`src/rtl/ahbl_bus_n.sv`:
```
// AHB-Lite single-master address decoder and response multiplexer with a
// built-in default slave that answers unmapped active transfers with ERROR.
module ahbl_bus_n #(
    parameter int                           NUM_SLAVES   = 8,
    parameter int                           PAGE_LSB     = 24,
    parameter int                           PAGE_W       = 8,
    parameter logic [NUM_SLAVES*PAGE_W-1:0] S_PAGES      = '0,
    parameter logic [NUM_SLAVES-1:0]        SLAVE_ENABLE = '1,
    parameter logic [31:0]                  BAD_DATA     = 32'hDEADBEEF,
    parameter int                           ERRCNT_W     = 8
) (
    input  logic                     HCLK,
    input  logic                     HRESETn,
    input  logic [31:0]              HADDR,
    input  logic [1:0]               HTRANS,
    output logic                     HREADY,
    output logic                     HRESP,
    output logic [31:0]              HRDATA,
    output logic [NUM_SLAVES-1:0]    HSEL,
    input  logic [NUM_SLAVES-1:0]    HREADY_S,
    input  logic [NUM_SLAVES-1:0]    HRESP_S,
    input  logic [32*NUM_SLAVES-1:0] HRDATA_S,
    output logic [ERRCNT_W-1:0]      ERR_COUNT,
    output logic [31:0]              ERR_ADDR
);

    localparam logic [1:0] ST_IDLE = 2'd0;
    localparam logic [1:0] ST_ERR1 = 2'd1;
    localparam logic [1:0] ST_ERR2 = 2'd2;

    generate
        if (NUM_SLAVES < 1 || NUM_SLAVES > 16) begin : g_bad_num_slaves
            $error("ahbl_bus_n: NUM_SLAVES must be in 1..16");
        end
        if (PAGE_LSB + PAGE_W > 32) begin : g_bad_page_field
            $error("ahbl_bus_n: PAGE_LSB+PAGE_W must not exceed 32");
        end
    endgenerate

    logic [PAGE_W-1:0]     page;
    logic [NUM_SLAVES-1:0] match;
    logic                  unmapped;
    logic                  err_event;
    logic                  unused_htrans0;

    logic [1:0]            state_reg, state_next;
    logic [NUM_SLAVES-1:0] dsel_reg;
    logic [ERRCNT_W-1:0]   err_count_reg;
    logic [31:0]           err_addr_reg;

    assign page           = HADDR[PAGE_LSB +: PAGE_W];
    assign unused_htrans0 = HTRANS[0];

    genvar gi;
    generate
        for (gi = 0; gi < NUM_SLAVES; gi++) begin : g_match
            assign match[gi] = (page == S_PAGES[gi*PAGE_W +: PAGE_W]) & SLAVE_ENABLE[gi];
        end
    endgenerate

    assign unmapped = ~|match;

    // Lowest index wins so overlapping page assignments still give one-hot HSEL.
    always_comb begin
        logic found;
        found = 1'b0;
        HSEL  = '0;
        for (int i = 0; i < NUM_SLAVES; i++) begin
            if (match[i] && !found) begin
                HSEL[i] = 1'b1;
                found   = 1'b1;
            end
        end
    end

    // HREADY never depends on HADDR/HTRANS, so this cannot form a loop.
    assign err_event = HREADY & unmapped & HTRANS[1];

    always_comb begin
        state_next = state_reg;
        case (state_reg)
            ST_IDLE: state_next = err_event ? ST_ERR1 : ST_IDLE;
            ST_ERR1: state_next = ST_ERR2;
            ST_ERR2: state_next = err_event ? ST_ERR1 : ST_IDLE;
            default: state_next = ST_IDLE;
        endcase
    end

    always_ff @(posedge HCLK or negedge HRESETn) begin
        if (!HRESETn) begin
            state_reg     <= ST_IDLE;
            dsel_reg      <= '0;
            err_count_reg <= '0;
            err_addr_reg  <= '0;
        end else begin
            state_reg <= state_next;
            if (HREADY) begin
                dsel_reg <= HSEL;
            end
            if (err_event) begin
                err_addr_reg <= HADDR;
                if (err_count_reg != '1) begin
                    err_count_reg <= err_count_reg + ERRCNT_W'(1);
                end
            end
        end
    end

    always_comb begin
        HREADY = 1'b1;
        HRESP  = 1'b0;
        HRDATA = BAD_DATA;
        if (state_reg == ST_ERR1) begin
            HREADY = 1'b0;
            HRESP  = 1'b1;
        end else if (state_reg == ST_ERR2) begin
            HRESP  = 1'b1;
        end else begin
            for (int i = 0; i < NUM_SLAVES; i++) begin
                if (dsel_reg[i]) begin
                    HREADY = HREADY_S[i];
                    HRESP  = HRESP_S[i];
                    HRDATA = HRDATA_S[i*32 +: 32];
                end
            end
        end
    end

    assign ERR_COUNT = err_count_reg;
    assign ERR_ADDR  = err_addr_reg;

endmodule

```
`config.mk`:
```
export PLATFORM = sky130hd
export DESIGN_NAME = ahbl_bus_n
export DESIGN_NICKNAME = d
export VERILOG_FILES = /design/src/rtl/ahbl_bus_n.sv
export SDC_FILE = /design/constraint.sdc
export NUM_CORES = 1
export LEC_CHECK = 0
export ABC_AREA = 0
export CAP_MARGIN = 5
export CORE_AREA = 2 2 149 151
export DETAILED_ROUTE_END_ITERATION = 6
export DIE_AREA = 0 0 151 153
export SETUP_SLACK_MARGIN = 0.5
export SYNTH_ARGS = -nofsm -noshare
export SYNTH_HDL_FRONTEND = slang
export SYNTH_SLANG_ARGS = --single-unit
```
`constraint.sdc`:
```
create_clock -name HCLK -period 2.05 [get_ports HCLK]
set_clock_uncertainty 0.05 [all_clocks]
set_input_delay 0.41 -clock HCLK [delete_from_list [all_inputs] [get_ports HCLK]]
set_output_delay 0.41 -clock HCLK [all_outputs]
set_load 0.05 [all_outputs]
```
* Word-level counts from Yosys, hierarchy flattened
Index checks and enable logic that the tools add are counted.
** Storage, ports and cells
- Input port bits :: 308
- Word-level logic and storage cells :: 75
- Register bits :: 50
** Cells by class
- Multiplexer cells :: 46
- Add/sub/neg operators :: 1
- Eq/ne operators :: 3
- Bitwise operators :: 2
- Reduce and logical (&&, ||, !) cells :: 19
** Operators with widths (count)
- two-way mux 32 bit :: 10
- two-way mux 1 bit :: 35
- adder 8 x 1 -> 8 bit, second input constant :: 1
- zero test 1 bit :: 8
- zero test 8 bit :: 1
- inequality test 8 bit, second input constant :: 1
- logical AND 1 bit :: 7
- one-hot mux 2 bit (2 select lines) :: 1
- AND 1 bit :: 2
- equality test 2 x 1 -> 1 bit, second input constant :: 1
- equality test 2 bit, second input constant :: 1
- zero test 2 bit :: 1
- AND reduction 2 bit :: 1
- OR reduction 2 bit :: 1

* Depth between registers and ports, before layout
Gate-level depths: netlist of run 1.
- Depth after elaboration :: 23
- Depth in mapped cells :: 6

* Worst setup path before layout of run 1
Ideal clock, no wire load.
- Path type :: reg2out
- Start :: register state_reg[1]
- End :: output HRDATA[10]
- Arrival :: 1695 ps
- Buffers on the path :: 1
- Path slack :: -105 ps
- Cell stages (with the launch flop) :: 5
- Cell sequence :: dfrtp_1 > xnor2_1 > and2_1 > clkbuf_1 > or2b_1
** On the way
- Word-level cells in the longest chain between the ends :: 3
- Elaborated cells on any way between the ends :: 4
- Those cells by class :: 2 x eq/ne; 2 x mux
** RTL lines
- start: declaration :: line 46 : logic [1:0] state_reg, state_next;
- start signal: assignment :: line 96 : state_reg <= state_next;
- equality test 2 bit :: line 116 : end else if (state_reg == ST_ERR2) begin
- two-way mux 32 bit :: line 116
- two-way mux 32 bit * :: line 113 : if (state_reg == ST_ERR1) begin
- end: declaration :: line 18 : output logic [31:0] HRDATA,
Every way passes the cells marked *; elsewhere a longest branch is shown, timed or not.

* Worst setup path in the final report of run 1
- Start :: register state_reg[1]
- End :: output HRDATA[15]
The elaborated chain is that of the path after synthesis.

==> results of run 1 <==
## critical path, cell delays in order, from the launching register on
cell and delay [ps]:
dfrtp_1 400, xnor2_2 180, and2_4 240, or2b_4 290, buf_8 150
## cell families after synthesis
logic type               count (synthesis)
AND/OR/NAND/NOR                         54
flip-flops                              43
XOR/XNOR                                 7
other                                    1
buffers and inverters                   18
multiplexers                            34
adder cells (fa/ha/maj)                  2
AO/OA/AOI/OAI                            1
## worst max path at each step
stage                     cells past startpoint                    from                        to  slack [ps]
after floorplan                               6             HREADY_S[0]  ERR_ADDR[10]$_DFFE_PN0P_         180
final                                         4  state_reg[1]$_DFF_PN0_                HRDATA[15]          50
after global routing                          4  state_reg[1]$_DFF_PN0_                HRDATA[10]         0.4
after detailed placement                      7               HADDR[28]  ERR_ADDR[18]$_DFFE_PN0P_        -470
after global placement                        7               HADDR[28]  ERR_ADDR[10]$_DFFE_PN0P_        -430
after CTS                                     4  state_reg[1]$_DFF_PN0_                HRDATA[10]           5
## cell usage in the layout, fill, tap and decap left out, drive strengths merged, types with 6 or more instances in the layout
| master | count |
|---|---|
| xnor2 | 6 |
| or2b | 6 |
| clkdlybuf4s50 | 58 |
| dfrtp | 43 |
| nand2b | 20 |
| mux2 | 34 |
| clkdlybuf4s15 | 36 |
| and3 | 11 |
| buf | 79 |
| clkbuf | 7 |
| conb | 7 |
## per-layer routing
layer	vias up	global-route usage, %	wire (µm)
li1	872	-	-
met1	854	6.670	2743
met2	110	9.935	3303
met3	8	2.746	964
met4	0	1.736	79
met5	-	0	0
## layout make-up
cell class,instances,area [µm²]
clock inverters,1,5.005
well taps,280,350.3
inverters,3,16.27
repair buffers,175,1922
flip-flops and latches,43,1085
fillers,2307,16840
multi-input cells,105,1124
clock buffers,7,142.6
## power by group through the flow
stage          Clock [mW]  Combinational (mW)  Sequential, mW
3_5_place_dp            0                4.30            1.51
3_3_place_gp            0                4.28            1.51
5_1_grt             0.874                4.88            1.58
6_report            0.809                4.66            1.51
4_1_cts             0.838                4.60            1.51
2_1_floorplan           0                1.62            2.69
## through the flow
step	hold WS, ps	setup slack, ps
6_report	21.85	47.02
3_3_place_gp	343.4	-427.9
3_5_place_dp	342.7	-469.2
2_1_floorplan	64.41	180.3
4_1_cts	33.01	4.649
5_1_grt	60.58	0.4325
## timing repair
action / in CTS / in global routing
resized for setup: 179 / 37
cloned: 3 / 0
endpoints found under the setup margin: 116 / 77
buffers inserted: 12 / 2
pin swaps: 11 / 8
==> flow_metrics.py, run 1 <==
metrics = {
    "pwr": {
        "pwr-share-comb_pct": 66.8,
        "max-vdd-ir-drop_mv": 0.8600,
        "pwr-share-clk_pct": 11.6,
        "p_sw_share_pct": 46.98,
        "p_total_mw": 6.984,
        "intPower_mw": 3.703,
        "p_leak_nw": 1.965,
        "p_switching_mw": 3.281,
        "power_density_mw_per_mm2": 1504,
        "seqPwrFrac_pct": 21.6,
    },
    "timing": {
        "finalSetupViolations": 0,
        "hold_violations": 0,
        "fmax_ghz": 0.4993,
        "fin_crit_sh_pct": 97.71,
        "min_period_ps": 2003,
        "slew_viol_final": 0,
        "rsz0062_at_grt": "yes",
        "setup_tns_ps": 0,
    },
    "routing": {
        "drc": 0,
        "avgRoutedWirePerCell_um": 11.55,
        "routed_wl_um": 7090,
        "avgViaCountPerCell": 3.003,
        "vias": 1844,
        "antenna_left": 0,
        "first_iter_violations": 29,
        "drtPass1Iterations": 3,
    },
    "logic_synthesis": {
        "synthMuxAreaShare_pct": 23.17,
        "synth_top_family_by_area": "multiplexers",
        "synth_flop_cell": "dfrtp_1",
        "async_reset_ff_share_pct": 100.0,
        "synth_area_leaders": "dfrtp_1 (51%), mux2_4 (21%), nand2b_1 (5.9%)",
        "synth_area_mm2": 0.002122,
        "synth_top_cell_by_area": "dfrtp_1",
        "ys_types": 23,
        "yosysMostFrequentCell": "dfrtp_1",
        "synth-xor-area-share_pct": 2.889,
        "synth-edff-count": 0,
        "synthAdderAreaFrac_pct": 1.120,
        "synth_compound_area_share_pct": 0.3538,
        "netlist.area_leader.share_pct": 50.71,
        "yosys.area_share.simple_pct": 15.74,
        "netlist_top_cells_count": "dfrtp_1 (43), mux2_4 (29), nand2b_1 (20)",
        "syn_area_per_cell_um2": 13.26,
        "synth-seq-cells": 43,
        "synth_seq_area_share_pct": 50.71,
        "yosys_warnings": 0,
        "synthCells": 160,
    },
    "clock_tree": {
        "clkLatencyLatePin_ps": 290,
        "cts_hold_buffers": 0,
        "clk_pin_slew_ps": 60,
        "htree_levels": 2,
        "cts_buffers": 5,
        "clockRootBuffer": "clkbuf_16",
        "cts_buffer_depth": 2,
        "clock_sinks": 43,
        "cts_tree": "yes",
    },
    "place": {
        "gp_congestion": 0.6837,
        "dpl.hpwl_um": 5303,
        "dpl_cell_area_mm2": 0.004075,
        "io_buffers": 143,
        "place_inst": 589,
    },
    "global_route": {
        "grt_pass1_wl_um": 10440,
        "grt_start_max_net_pins": 27,
        "track_usage_pct": 5.914,
        "grt_overflow": 0,
        "grt_pass1_vias": 1902,
        "antenna_found_initial": 0,
    },
    "floorplan": {
        "io_pins": 390,
        "dieHeight_um": 153,
        "start_util_pct": 9.877,
        "die_width_um": 151,
        "core_area_mm2": 0.02149,
        "rows": 54,
        "dieArea_mm2": 0.02310,
    },
    "setup_path": {
        "path_class": "flop to primary output",
        "worstReg2RegStart": "state_reg[0]$_DFF_PN0_",
        "end_kind": "primary output",
        "crit_fanout": 10,
        "required_ps": 1590,
        "regToRegSetupSlack_ps": 210,
        "r2r_cells": 7,
        "arrival_ps": 1540,
        "timing.rr.end": "ERR_ADDR[26]$_DFFE_PN0P_",
        "worst_setup_path_start_kind": "flop",
    },
    "hold_path": {
        "hold_class": "primary input to async pin",
    },
    "outcome": {
        "outcome": "complete, no violations",
    },
    "layout": {
        "stdcell_area_mm2": 0.004644,
        "n_antenna_cell": 0,
        "drive_above_1_share_pct": 57.19,
        "fin_util_pct": 21.62,
        "area_delta_synth_final_pct": 118.9,
        "fin_cells": 614,
        "nNetsFinal": 642,
        "largest_reg_flops": 32,
    },
    "flow_run": {
        "drv_cap": 0,
    },
}
Power figures use the tool's default switching activity.
==> inputs of run 2 (changes only) <==
--- a/config.mk
+++ b/config.mk
@@ -8,6 +8,7 @@
 export ABC_AREA = 0
 export CAP_MARGIN = 5
 export CORE_AREA = 2 2 149 151
+export CTS_CLUSTER_DIAMETER = 60
 export DETAILED_ROUTE_END_ITERATION = 6
 export DIE_AREA = 0 0 151 153
 export SETUP_SLACK_MARGIN = 0.5
==> results of run 2 <==
No change in the layout: final DEF, timing and power equal those of run 1.
